[src/rtl/cp0_exc_unit_if.sv]
// CP0 side-band bus between the M stage and the exception unit.
// The master modport belongs to the pipeline, and the slave modport belongs to CP0.
interface cp0_exc_unit_if;
  logic [4:0]  A1;
  logic [4:0]  A2;
  logic [31:0] DIn;
  logic        WE;
  logic [31:0] PC;
  logic        BDIn;
  logic [4:0]  ExcCodeIn;
  logic [5:0]  HWInt;
  logic        EXLClr;
  logic [31:0] DOut;
  logic [31:0] EPCOut;
  logic        Req;

  modport master (
    output A1, A2, DIn, WE, PC, BDIn, ExcCodeIn, HWInt, EXLClr,
    input  DOut, EPCOut, Req
  );

  modport slave (
    input  A1, A2, DIn, WE, PC, BDIn, ExcCodeIn, HWInt, EXLClr,
    output DOut, EPCOut, Req
  );
endinterface

[src/rtl/cp0_exc_unit.sv]
// Coprocessor 0 for the P7 pipeline.
// It holds SR, Cause, EPC and PRId, raises the flush request, captures the victim PC,
// and serves mfc0/mtc0 accesses.
// Optional macro CP0_COUNT_EN adds the Count(9) and Compare(11) timer, which drives HWInt[5].
module cp0_exc_unit #(
  parameter logic [31:0] PRID      = 32'h2021_0707,
  parameter logic [31:0] EPC_RESET = 32'h0000_3000
) (
  input logic             clk,
  input logic             reset,
  cp0_exc_unit_if.slave   bus
);

  logic [5:0]  im_q, im_d;
  logic        exl_q, exl_d;
  logic        ie_q, ie_d;
  logic        bd_q, bd_d;
  logic [5:0]  ip_q, ip_d;
  logic [4:0]  exc_q, exc_d;
  logic [31:0] epc_q, epc_d;

  logic [5:0]  hwEff;
  logic        intReq;
  logic        excReq;
  logic        req;
  logic [4:0]  code;
  logic        wrEn;

  // A victim instruction never commits its mtc0, so writes are gated by Req.
  assign wrEn = bus.WE & ~req;

`ifdef CP0_COUNT_EN
  logic [31:0] count_q, count_d;
  logic [31:0] compare_q, compare_d;
  logic        ti_q, ti_d;
  logic        tiLive;

  // The timer free-runs, and a match latches TI until Compare is rewritten (the clear wins).
  always_comb begin
    count_d   = count_q + 32'd1;
    compare_d = compare_q;
    tiLive    = ti_q | ((count_q == compare_q) && (compare_q != 32'd0));
    ti_d      = tiLive;
    if (wrEn && bus.A2 == 5'd9) count_d = bus.DIn;
    if (wrEn && bus.A2 == 5'd11) begin
      compare_d = bus.DIn;
      ti_d      = 1'b0;
    end
    hwEff = {bus.HWInt[5] | tiLive, bus.HWInt[4:0]};
  end

  // Timer state registers.
  always_ff @(posedge clk) begin
    if (reset) begin
      count_q   <= 32'd0;
      compare_q <= 32'd0;
      ti_q      <= 1'b0;
    end else begin
      count_q   <= count_d;
      compare_q <= compare_d;
      ti_q      <= ti_d;
    end
  end
`else
  assign hwEff = bus.HWInt;
`endif

  // The request is combinational and uses live interrupt lines, not the sampled IP.
  // An interrupt beats an exception and records code 0.
  always_comb begin
    intReq = ie_q & ~exl_q & (|(hwEff & im_q));
    excReq = ~exl_q & (bus.ExcCodeIn != 5'd0);
    req    = intReq | excReq;
    code   = intReq ? 5'd0 : bus.ExcCodeIn;
  end

  // Next state: an exception entry takes precedence over mtc0, and eret beats an SR write for EXL.
  always_comb begin
    im_d  = im_q;
    exl_d = exl_q;
    ie_d  = ie_q;
    bd_d  = bd_q;
    exc_d = exc_q;
    epc_d = epc_q;
    ip_d  = hwEff;
    if (req) begin
      exl_d = 1'b1;
      exc_d = code;
      bd_d  = bus.BDIn;
      epc_d = bus.BDIn ? (bus.PC - 32'd4) : bus.PC;
    end else begin
      if (wrEn && bus.A2 == 5'd12) begin
        im_d  = bus.DIn[15:10];
        exl_d = bus.DIn[1];
        ie_d  = bus.DIn[0];
      end
      if (wrEn && bus.A2 == 5'd14) epc_d = bus.DIn;
      if (bus.EXLClr) exl_d = 1'b0;
    end
  end

  // Architectural CP0 registers.
  always_ff @(posedge clk) begin
    if (reset) begin
      im_q  <= 6'd0;
      exl_q <= 1'b0;
      ie_q  <= 1'b0;
      bd_q  <= 1'b0;
      ip_q  <= 6'd0;
      exc_q <= 5'd0;
      epc_q <= EPC_RESET;
    end else begin
      im_q  <= im_d;
      exl_q <= exl_d;
      ie_q  <= ie_d;
      bd_q  <= bd_d;
      ip_q  <= ip_d;
      exc_q <= exc_d;
      epc_q <= epc_d;
    end
  end

  // The mfc0 read mux only sees registered state, so a write is visible from the next cycle.
  always_comb begin
    case (bus.A1)
      5'd12:   bus.DOut = {16'd0, im_q, 8'd0, exl_q, ie_q};
      5'd13:   bus.DOut = {bd_q, 15'd0, ip_q, 3'd0, exc_q, 2'd0};
      5'd14:   bus.DOut = epc_q;
      5'd15:   bus.DOut = PRID;
`ifdef CP0_COUNT_EN
      5'd9:    bus.DOut = count_q;
      5'd11:   bus.DOut = compare_q;
`endif
      default: bus.DOut = 32'd0;
    endcase
  end

  assign bus.EPCOut = epc_q;
  assign bus.Req    = req;

endmodule

[src/flat_wrapper.sv]
// flat-port wrapper written by rule: the top's interface ports become plain ports
module cp0_exc_unit_flat 
#(
  parameter logic [31:0] PRID      = 32'h2021_0707,
  parameter logic [31:0] EPC_RESET = 32'h0000_3000
)
  (clk, reset, bus_A1, bus_A2, bus_DIn, bus_WE, bus_PC, bus_BDIn, bus_ExcCodeIn, bus_HWInt, bus_EXLClr, bus_DOut, bus_EPCOut, bus_Req);
  cp0_exc_unit_if bus_i ();
  input logic clk;
  input logic reset;
  input wire logic [$bits(bus_i.A1)-1:0] bus_A1;
  input wire logic [$bits(bus_i.A2)-1:0] bus_A2;
  input wire logic [$bits(bus_i.DIn)-1:0] bus_DIn;
  input wire logic [$bits(bus_i.WE)-1:0] bus_WE;
  input wire logic [$bits(bus_i.PC)-1:0] bus_PC;
  input wire logic [$bits(bus_i.BDIn)-1:0] bus_BDIn;
  input wire logic [$bits(bus_i.ExcCodeIn)-1:0] bus_ExcCodeIn;
  input wire logic [$bits(bus_i.HWInt)-1:0] bus_HWInt;
  input wire logic [$bits(bus_i.EXLClr)-1:0] bus_EXLClr;
  output wire logic [$bits(bus_i.DOut)-1:0] bus_DOut;
  output wire logic [$bits(bus_i.EPCOut)-1:0] bus_EPCOut;
  output wire logic [$bits(bus_i.Req)-1:0] bus_Req;
  assign bus_i.A1 = bus_A1;
  assign bus_i.A2 = bus_A2;
  assign bus_i.DIn = bus_DIn;
  assign bus_i.WE = bus_WE;
  assign bus_i.PC = bus_PC;
  assign bus_i.BDIn = bus_BDIn;
  assign bus_i.ExcCodeIn = bus_ExcCodeIn;
  assign bus_i.HWInt = bus_HWInt;
  assign bus_i.EXLClr = bus_EXLClr;
  assign bus_DOut = bus_i.DOut;
  assign bus_EPCOut = bus_i.EPCOut;
  assign bus_Req = bus_i.Req;
  cp0_exc_unit #(.PRID(PRID), .EPC_RESET(EPC_RESET)) u_core (.clk(clk), .reset(reset), .bus(bus_i));
endmodule
[config.mk]
export PLATFORM = sky130hd
export DESIGN_NAME = cp0_exc_unit_flat
export DESIGN_NICKNAME = d
export VERILOG_FILES = /design/src/rtl/cp0_exc_unit_if.sv /design/src/rtl/cp0_exc_unit.sv /design/src/flat_wrapper.sv
export SDC_FILE = /design/constraint.sdc
export NUM_CORES = 1
export LEC_CHECK = 0
export CORE_MARGIN = 2
export CORE_UTILIZATION = 41
export DETAILED_ROUTE_END_ITERATION = 10
export GPL_TIMING_DRIVEN = 0
export HOLD_SLACK_MARGIN = 0.08
export PLACE_DENSITY = 0.82
export SYNTH_ARGS = -nofsm -noshare
export SYNTH_HDL_FRONTEND = slang
export SYNTH_SLANG_ARGS = --single-unit
[constraint.sdc]
create_clock -name clk -period 3.1 [get_ports clk]
set_clock_uncertainty 0.1 [all_clocks]
set_input_delay 0.465 -clock clk [delete_from_list [all_inputs] [get_ports clk]]
set_output_delay 0.465 -clock clk [all_outputs]
set_load 0.005 [all_outputs]
==> impl_metrics.toml <==
[critical_path]
cp.arrival_ns = 2.37
critPathCaptureType = "primary output"
cp.required_ns = 2.53
crit_type = "primary input to primary output"
path_max_fanout = 13
r2r_slack_ns = 0.51
r2r-start = "u_core.im_q[1]"
ff2ff_path_depth = 5
setup.worst_path.start_class = "primary input"
r2r-end = "u_core.im_q[0]"

[global_route]
grt_use_total_pct = 25.7
grt_pass1_vias = 3430
overflow = 0
antenna_found_initial = 0
grt_pass1_wl_um = 17300
grt_max_degree = 15

[die]
io_pins = 155
die_w_um = 91.0
die_h_um = 91.0
rows = 31
start_util_pct = 42.5
core_area_um2 = 7290
dieArea_um2 = 8280

[route]
viasPerCell = 5.46
drt_iter0_drc = 181
drc = 0
vias = 3486
ant_nets = 0
drtPass1Iterations = 4
routed_wirelength_um = 11100
wl_per_cell_um = 17.3

[yosys]
postSynthCellCount = 381
ys_warn_count = 0
synth_ff_type = "dfxtp_1"
synth-edff-count = 0
ys_async_sr_fraction_pct = 0
syn_area_um2 = 3100
syn-num-nets = 472
ys_ff_latch = 52
synth_area_per_cell_um2 = 8.14
seq_area_frac_synth_pct = 33.6
yosys.cell_types.count = 38

[clocking]
cts.hold.buffers_added = 0
cts_tree = "yes"
insertion_delay_ns = 0.30
cts_root_buf = "clkbuf_8"
clock-sinks = 52
clk_path_buf_depth = 2
htree_levels = 2
clk_pin_slew_ns = 0.09
numCtsBuffers = 5

[sta]
rsz0062_at_grt = "no"
final_max_slew_viol_count = 0
worstMarginPinSlew_ns = 1.36
finalSetupViolations = 0
post-route-period-util_pct = 94.7
slew_headroom_pct = 8.69
timing.fmax_mhz = 341
min_period_ns = 2.93
hold_viol = 0
worst_hold_slack_ns = 0.368

[placement]
portBuffers = 151
dpl-instance-area_um2 = 4740
dp_hpwl_um = 8560
gp_congestion = 0.878

[power_and_ir_drop]
powerDensity_nw_per_um2 = 325
power.leakage_nw = 1.84
ir_drop_mv = 0.155

[layout]
fillCellCount = 661
syn2layout_area_growth_pct = 57.0
post-route-util_pct = 66.8
nets = 631
drive_gt1_share_pct = 6.85
antenna_cells = 0
design_area_um2 = 4870

[min_path]
min_to = "u_core.bd_q"
whs_path_depth = 2
min_path_type = "register to register"
hold_path_startpoint = "u_core.bd_q"

[run]
drv_cap = 0

[run_status]
status = "finished clean"
==> how the worst max path moves through the flow <==
stage,start,end,slack [ns],depth (start not counted)
global placement,bus_PC[2],u_core.bus.EPCOut[31],-0.32,5
global route,bus_A2[3],u_core.bus.EPCOut[11],0.05,7
finish,bus_HWInt[1],bus_Req,0.17,6
floorplan,bus_PC[20],u_core.bus.EPCOut[31],0.28,6
detailed placement,bus_PC[2],u_core.bus.EPCOut[31],-0.39,5
CTS,bus_PC[20],u_core.bus.EPCOut[30],0.005,7
==> cell families (layout without fill, tap and decap cells) <==
kind of cell	Yosys count	count (layout)	share of synthesized area, %
adders and majority gates	1	1	0.403
buffers and inverters	30	189	3.67
xor gates and xnor gates	26	26	7.34
muxes	45	45	15.1
DFF	52	52	33.6
and+or+nand+nor	148	148	24.1
AOI/OAI and AO/OA	79	79	15.8
==> cells in the final DEF (no fill, tap or decap), types with 2 or more instances in the layout <==
cell             instances
a21oi_1                 26
buf_1                    2
nand2_1                  8
nor2b_1                 11
nor2_1                  69
or4_4                    3
nor3b_1                  2
nor4_1                   7
dlymetal6s2s_1           3
inv_1                    5
dfxtp_1                 52
and2_1                  13
a22oi_1                 11
a211oi_1                17
nand4_1                  7
mux2i_1                 30
nor3_1                  12
clkbuf_1                20
nand3b_1                 2
xor2_1                   4
a31oi_1                  2
clkdlybuf4s50_1        147
nor2b_2                  2
o21ai_0                 17
nand4b_1                 2
mux2_2                  15
clkbuf_8                 6
xnor2_1                 22
buf_4                    2
or3_1                    3
==> where the power goes <==
part           switching, mW  total (mW)  internal (mW)
registers             0.0379       0.756          0.718
clock network          0.223       0.377          0.154
logic                  0.189       0.448          0.258
==> state kept, by name, summed over array words and instances, names as in the netlist <==
signal and count:
u_core.ie_q 1, u_core.bd_q 1, u_core.bus.EPCOut 32, u_core.im_q 6, u_core.exl_q 1, u_core.exc_q 5
u_core.ip_q 6
==> layer usage <==
layer / wire (µm) / track usage [%]
met1: 4800 / 32.5
met2: 5430 / 44.7
met3: 582 / 3.98
met4: 257 / 8.33
met5: 0 / 0
==> what timing repair did <==
action                     CTS  global route
gates resized for setup      9             6
hold endpoints to repair     0             0
setup endpoints to repair   15            13
pin swaps                    1             1
buffers inserted             0             2
==> cell usage after synthesis (2+ instances only) <==
master	n	area [µm²]
a211oi_1	17	128
a21oi_1	26	130
a22oi_1	11	82.6
a311oi_1	2	17.5
a31oi_1	2	12.5
and2_1	13	81.3
buf_1	2	7.51
clkbuf_1	21	78.8
dfxtp_1	52	1040
inv_1	6	22.5
mux2_2	15	169
mux2i_1	30	300
nand2_1	8	30.0
nand3b_1	2	15.0
nand4_1	7	43.8
nand4b_1	2	17.5
nor2_1	70	263
nor2b_1	13	81.3
nor3_1	12	60.1
nor3b_1	2	15.0
nor4_1	7	43.8
o21ai_0	17	85.1
or3_1	3	18.8
or4_1	2	15.0
or4_4	2	22.5
xnor2_1	22	193
xor2_1	4	35.0
==> worst max-delay path, stage by stage <==
cell and delay [ns]:
clkdlybuf4s50_1 0.48, a22oi_1 0.16, a311oi_2 0.38, nor2_4 0.11, inv_2 0.20, clkdlybuf4s50_1 0.56
==> area by class of cell <==
type	count	area [µm²]	area share (%)
inverters	6	22.5	0.462
clock inverters	1	5.00	0.103
repair buffers	153	1530	31.5
plain buffers	23	97.6	2.00
well taps	99	124	2.54
clock buffers	6	72.6	1.49
multi-input cells	299	1980	40.6
flip-flops and latches	52	1040	21.4
==> per-stage QoR <==
step	cells	setup WS (ns)	power, mW	TNS [ns]
final	639	0.165	1.58	0
after global routing	639	0.0477	1.65	0
after CTS	637	0.00529	1.57	0
after detailed placement	631	-0.391	1.21	-4.68
after global placement	631	-0.321	1.20	-3.58
after floorplan	381	0.276	0.935	0
(Power assumes the default switching activity.)
